<file path="src/rtl/dmem_arbiter_pkg.sv">
// dmem_arbiter_pkg
//   Shared definitions for the two-requester data-memory arbiter:
//   FSM state encoding and the default first out-of-range byte address.
package dmem_arbiter_pkg;

    typedef enum logic [1:0] {
        ST_IDLE    = 2'd0,
        ST_ACCESS  = 2'd1,
        ST_RESPOND = 2'd2
    } state_t;

    localparam logic [31:0] DMEM_ADDR_LIMIT = 32'h0000_0100;

endpackage

</file>
<file path="src/rtl/dmem_arbiter.sv">
// dmem_arbiter
//   Arbitrates two requesters onto a single combinational-read data memory.
//   One transaction in flight: accept (IDLE) -> memory access (ACCESS) ->
//   hold response until consumed (RESPOND). Two-way round-robin on contention.
//
// Ports
//   i_clk, i_rst                 clock, synchronous active-high reset
//   i_reqN_valid/rwAddress/
//   writeEnable/writeData        request from requester N (held until ready)
//   o_reqN_ready                 request accepted this cycle
//   o_rspN_valid/readData/error  response to requester N
//   i_rspN_ready                 requester N consumes the response
//   o_mem_rwAddress/writeEnable/
//   writeData, i_mem_readData    memory port (valid only during ACCESS)
module dmem_arbiter
    import dmem_arbiter_pkg::*;
#(
    parameter logic [31:0] ADDR_LIMIT = DMEM_ADDR_LIMIT
) (
    input  logic        i_clk,
    input  logic        i_rst,

    input  logic        i_req0_valid,
    input  logic [31:0] i_req0_rwAddress,
    input  logic        i_req0_writeEnable,
    input  logic [31:0] i_req0_writeData,
    output logic        o_req0_ready,
    output logic        o_rsp0_valid,
    output logic [31:0] o_rsp0_readData,
    output logic        o_rsp0_error,
    input  logic        i_rsp0_ready,

    input  logic        i_req1_valid,
    input  logic [31:0] i_req1_rwAddress,
    input  logic        i_req1_writeEnable,
    input  logic [31:0] i_req1_writeData,
    output logic        o_req1_ready,
    output logic        o_rsp1_valid,
    output logic [31:0] o_rsp1_readData,
    output logic        o_rsp1_error,
    input  logic        i_rsp1_ready,

    output logic [31:0] o_mem_rwAddress,
    output logic        o_mem_writeEnable,
    output logic [31:0] o_mem_writeData,
    input  logic [31:0] i_mem_readData
);

    state_t      state;
    logic        ptr;          // requester favoured on contention
    logic        lat_id;
    logic [31:0] lat_addr;
    logic        lat_we;
    logic [31:0] lat_wdata;
    logic [31:0] resp_data;
    logic        resp_err;

    logic        any_req;
    logic        grant_id;
    logic        acc_err;
    logic        rsp_taken;

    always_comb begin
        any_req   = i_req0_valid | i_req1_valid;
        // Both valid: pointer decides; otherwise whichever one is valid.
        grant_id  = (i_req0_valid & i_req1_valid) ? ptr : i_req1_valid;
        acc_err   = (lat_addr[1:0] != 2'b00) || (lat_addr >= ADDR_LIMIT);
        rsp_taken = lat_id ? i_rsp1_ready : i_rsp0_ready;
    end

    always_ff @(posedge i_clk) begin
        if (i_rst) begin
            state     <= ST_IDLE;
            ptr       <= 1'b0;
            lat_id    <= 1'b0;
            lat_addr  <= '0;
            lat_we    <= 1'b0;
            lat_wdata <= '0;
            resp_data <= '0;
            resp_err  <= 1'b0;
        end else begin
            case (state)
                ST_IDLE: begin
                    if (any_req) begin
                        lat_id    <= grant_id;
                        lat_addr  <= grant_id ? i_req1_rwAddress   : i_req0_rwAddress;
                        lat_we    <= grant_id ? i_req1_writeEnable : i_req0_writeEnable;
                        lat_wdata <= grant_id ? i_req1_writeData   : i_req0_writeData;
                        state     <= ST_ACCESS;
                    end
                end
                ST_ACCESS: begin
                    resp_err  <= acc_err;
                    resp_data <= (!lat_we && !acc_err) ? i_mem_readData : '0;
                    state     <= ST_RESPOND;
                end
                ST_RESPOND: begin
                    if (rsp_taken) begin
                        ptr   <= ~lat_id;
                        state <= ST_IDLE;
                    end
                end
                default: state <= ST_IDLE;
            endcase
        end
    end

    // Outputs decode registered state; reset masks them in the same cycle so
    // a reset during ACCESS/RESPOND neither writes memory nor hands back data.
    always_comb begin
        o_req0_ready      = 1'b0;
        o_req1_ready      = 1'b0;
        o_rsp0_valid      = 1'b0;
        o_rsp1_valid      = 1'b0;
        o_rsp0_readData   = '0;
        o_rsp1_readData   = '0;
        o_rsp0_error      = 1'b0;
        o_rsp1_error      = 1'b0;
        o_mem_rwAddress   = '0;
        o_mem_writeEnable = 1'b0;
        o_mem_writeData   = '0;
        if (!i_rst) begin
            case (state)
                ST_IDLE: begin
                    o_req0_ready = any_req & ~grant_id;
                    o_req1_ready = any_req &  grant_id;
                end
                ST_ACCESS: begin
                    o_mem_rwAddress   = lat_addr;
                    o_mem_writeData   = lat_wdata;
                    o_mem_writeEnable = lat_we & ~acc_err;
                end
                ST_RESPOND: begin
                    if (lat_id) begin
                        o_rsp1_valid    = 1'b1;
                        o_rsp1_readData = resp_data;
                        o_rsp1_error    = resp_err;
                    end else begin
                        o_rsp0_valid    = 1'b1;
                        o_rsp0_readData = resp_data;
                        o_rsp0_error    = resp_err;
                    end
                end
                default: ;
            endcase
        end
    end

endmodule

</file>
<file path="config.mk">
export PLATFORM = sky130hd
export DESIGN_NAME = dmem_arbiter
export DESIGN_NICKNAME = d
export VERILOG_FILES = /design/src/rtl/dmem_arbiter_pkg.sv /design/src/rtl/dmem_arbiter.sv
export SDC_FILE = /design/constraint.sdc
export NUM_CORES = 1
export LEC_CHECK = 0
export ABC_AREA = 1
export CORE_MARGIN = 1
export CORE_UTILIZATION = 23
export CTS_CLUSTER_DIAMETER = 200
export DETAILED_ROUTE_END_ITERATION = 16
export PLACE_DENSITY = 0.55
export SLEW_MARGIN = 20
export SYNTH_ARGS = -nofsm -noshare
export SYNTH_HDL_FRONTEND = slang
export SYNTH_SLANG_ARGS = --single-unit
</file>
<file path="constraint.sdc">
create_clock -name i_clk -period 1.5 [get_ports i_clk]
set_clock_uncertainty 0.15 [all_clocks]
set_input_delay 0.225 -clock i_clk [delete_from_list [all_inputs] [get_ports i_clk]]
set_output_delay 0.225 -clock i_clk [all_outputs]
set_load 0.05 [all_outputs]
</file>
# Word level (Yosys, flattened, before mapping)
# Cells that the tools add are included.
[totals]
reg_bits = 102
inputBits = 168
output_inout_bits = 135
[op_classes]
n_mux = 37
n_bitwise = 8
n_lt_le_gt_ge = 1
n_reduce_logical = 9
eq_ne = 4
[ops]
columns = ["cell", "n"]
rows = [
  ["$mux W32", 13],
  ["$ge A32 B9 Y1 const B", 1],
  ["$mux W1", 21],
  ["$pmux W2 S3", 1],
  ["$reduce_and A2 Y1", 3],
  ["$and A1 B1 Y1", 4],
  ["$mux W2", 2],
  ["$ne A2 B2 Y1 const B", 2],
  ["$not A1 Y1", 3],
  ["$eq A2 B1 Y1 const B", 1],
  ["$eq A2 B2 Y1 const B", 1],
  ["$logic_not A1 Y1", 2],
  ["$logic_not A2 Y1", 1],
  ["$reduce_bool A2 Y1", 1],
  ["$logic_and A1 B1 Y1", 1],
  ["$logic_or A1 B1 Y1", 1],
  ["$or A1 B1 Y1", 1],
]

# Depth between registers and ports, before layout
[logic_depth]
word_depth = 6
mapped_depth = 10
mapped_depth_nobuf = 9

# Worst setup path before layout
# OpenSTA, ideal clock, no wires.
[synth_timing]
kind = "register to output"
start = "reg state[1]"
end = "out o_rsp1_readData[10]"
n_path_buf = 1
arrival_time_ns = 2.424
path_slack_ns = -1.299
path_stages_with_launch = 8
cell_sequence = "dfxtp_1 > inv_1 > nor2_1 > nand2_1 > nor2_1 > inv_1 > buf_1 > nor2_1"
[synth_via]
elab_chain_cells = 3
[synth_lines]
columns = ["item", "line", "source"]
rows = [
  ["from (decl)", "dmem_arbiter.sv:49", "state_t state;"],
  ["from (signal assigned)", "dmem_arbiter.sv:73", "state <= ST_IDLE;"],
  ["from (signal assigned)", "dmem_arbiter.sv:89", "state <= ST_ACCESS;"],
  ["from (signal assigned)", "dmem_arbiter.sv:95", "state <= ST_RESPOND;"],
  ["$eq A2 B2 Y1", "dmem_arbiter.sv:123", "case (state)"],
  ["$mux W32", "dmem_arbiter.sv:123", ""],
  ["$mux W32", "dmem_arbiter.sv:122", "if (!i_rst) begin"],
  ["to (decl)", "dmem_arbiter.sv:39", "output logic [31:0] o_rsp1_readData,"],
]
# Every way passes these cells.

# Worst setup path in the final report
[layout_timing]
start = "reg state[1]"
end = "out o_rsp0_readData[8]"
[layout_via]
elab_chain_cells = 3
[layout_lines]
columns = ["item", "line", "source"]
rows = [
  ["$eq A2 B2 Y1", "dmem_arbiter.sv:123", ""],
  ["$mux W32", "dmem_arbiter.sv:123", ""],
  ["$mux W32", "dmem_arbiter.sv:122", ""],
  ["to (decl)", "dmem_arbiter.sv:29", "output logic [31:0] o_rsp0_readData,"],
]
# Every way passes these cells.

==> impl_metrics.ini <==
[global_routing]
antenna_found_initial = 3
grt_pass1_wl_um = 37400
overflow = 0
grt_max_degree = 38
grt_pass1_vias = 6811
track_usage = 0.199

[clock_network]
htreeDepth = 3
tritoncts = done
cts_buffer_depth = 2
cts_sinks = 102
cts_hold_buf = 0
root_buffer = clkbuf_16
clk_latency_ns = 0.35
cts-buffers-inserted = 9
path_clk_slew_ns = 0.07

[logic_synthesis]
synth.top_cell.area_share = 0.372
synth_cell_types = 21
syn_nets = 1066
yosysSeqAreaShare = 0.372
syn_avg_cell_area_um2 = 6.11
synth_ff_type = dfxtp_1
synth_edf_count = 0
ys_ff_latch = 102
synth.cell_area_mm2 = 0.00549
synth_most_common_cell = nor2_1
async_reset_ff_frac = 0
synthCells = 898
yosys_warnings = 0
synth_common_cells = nor2_1, nand2_1, inv_1
synth_area_leaders = dfxtp_1, nor2_1, nand2_1
yosysTopAreaCell = dfxtp_1

[sta]
setup_viol = 231
period_share = 1.32
layout_min_cycle_time_ns = 1.98
finalHoldViolCount = 0
slew_headroom = 0.651
worst_slack_ns = -0.482
rsz0062_at_grt = yes
max_freq_mhz = 504
setup_tns_ns = -79.47
hold_ws_ns = 0.198
maxSlewViolCount = 0
worstMarginPinSlew_ns = 0.524

[power]
p_per_area_mw_per_mm2 = 687
combPwrFrac = 0.390
clockPowerShare = 0.278
power.switching_mw = 3.00
power.leakage_nw = 5.20
seqPwrFrac = 0.331
intPower_mw = 6.05
p_sw_frac = 0.332
vdd_drop_max_v = 0.000536

[route]
dr.pass1.iters = 4
drc = 0
antenna_left = 0
first_iter_violations = 232
met3WireLength_um = 1580
viasPerCell = 4.34
wire_per_inst_um = 15.2
wl_um = 24400
vias = 6959
wl_met1_um = 9820
top_layer = met5
wl_met2_um = 12500

[worst_hold_path]
worstHoldStart = i_rst
hp-class = input pin to register

[setup_path]
critPathMaxFanout = 7
reg2regPathDepth = 13
cp.arrival_ns = 1.61
crit_required_ns = 1.12
startpoint_type = register
path_class = register to primary output
crit_path_end_kind = primary output
crit_path_end = o_rsp0_readData[8]
reg2reg_to = lat_addr[0]
rr_startpoint = state[1]
startpoint = state[1]
r2r_slack_ns = -0.40

[place]
hpwlAfterDp_um = 16700
gp_congestion = 0.775
dp.cells = 1540
dpl_worst_slack_ns = -0.496
portBuffers = 302

[layout]
layout.nets = 1445
finalNonFillerCells = 1602
area_growth_pct = 140
drive_gt1_frac = 0.431
utilization = 0.563

[run_status]
status = finished, violations left
violations = negative setup slack

[floorplan]
fp.dieW_um = 156
rows = 56
dieArea_mm2 = 0.0245
ios = 303
core_area_mm2 = 0.0234
die_h_um = 156
initial_core_util = 0.234

[run]
max_cap_viol_count = 0
## power groups by stage
stage	clock network (mW)	registers (mW)	logic (mW)
6_report	2.52	3.00	3.53
2_1_floorplan	0	3.03	1.39
3_3_place_gp	0	3.04	2.60
4_1_cts	2.59	2.98	3.45
3_5_place_dp	0	3.04	2.60
5_1_grt	2.71	3.02	3.78
## metal layers
metal	GRT usage	up-vias
met5	0	-
met4	0.0607	2
met3	0.0507	29
met2	0.353	205
met1	0.234	3215
li1	-	3508
## cell type report
type / count / area, um2
Tap cell: 319 / 399
Inverter: 177 / 683
Fill cell: 2165 / 10200
Clock inverter: 6 / 68.8
Clock buffer: 10 / 239
Antenna cell: 1 / 2.50
Multi-Input combinational cell: 560 / 4100
Timing Repair Buffer: 427 / 5630
Sequential cell: 102 / 2050
## worst min-delay path by stage
stage	end	slack (ns)	cells after the start
after floorplan	ptr	0.19	1
after global placement	lat_wdata[31]	0.30	2
after detailed placement	resp_data[16]	0.31	2
after CTS	state[1]	0.19	4
after global routing	state[1]	0.22	4
final	state[1]	0.20	4
## sequential cells by signal, summed over array words and instances, names as in the netlist
register	flops
lat_we	1
resp_err	1
lat_addr	32
ptr	1
state	2
lat_wdata	32
lat_id	1
resp_data	32
## per-stage QoR
stage	instance area, um2	total power [mW]
global placement	11100	5.63
CTS	12800	9.03
finish	13200	9.04
floorplan	6670	4.42
detailed placement	11100	5.64
global route	13200	9.51
## placed cells by master, fill, tap and decap left out, types with 41 or more instances in the layout
cell / Yosys / routed
dfxtp_1: 102 / 95
buf_12: 0 / 102
buf_4: 0 / 51
clkdlybuf4s50_1: 0 / 165
nand2_1: 183 / 113
nor2_4: 2 / 138
inv_1: 173 / 162
buf_6: 0 / 74
nor2_1: 203 / 64
a21oi_1: 63 / 41
## what timing repair did
| action | 4_1_cts | 5_1_grt |
|---|---|---|
| setup buffers | 28 | 12 |
| pin swaps | 50 | 39 |
| cloned | 18 | 1 |
| gates resized for setup | 202 | 111 |
| endpoints found under the hold margin | 0 | 0 |
| endpoints found under the setup margin | 224 | 234 |
## worst max-delay path, cell delays in order (launching register included)
cell,delay (ns)
dfxtp_2,0.35
inv_2,0.05
nor2_4,0.11
nand2_4,0.08
nor2_4,0.16
inv_8,0.09
buf_12,0.16
nor2_4,0.11
buf_8,0.15
## logic make-up (layout without fill, tap and decap cells)
family | count (synthesis) | after routing | share of synthesized area
simple gates | 427 | 427 | 0.312
buf+inv | 236 | 620 | 0.167
compound gates | 133 | 133 | 0.149
flops | 102 | 102 | 0.372
other cells | 0 | 1 | 0
Power figures use the tool's default switching activity.
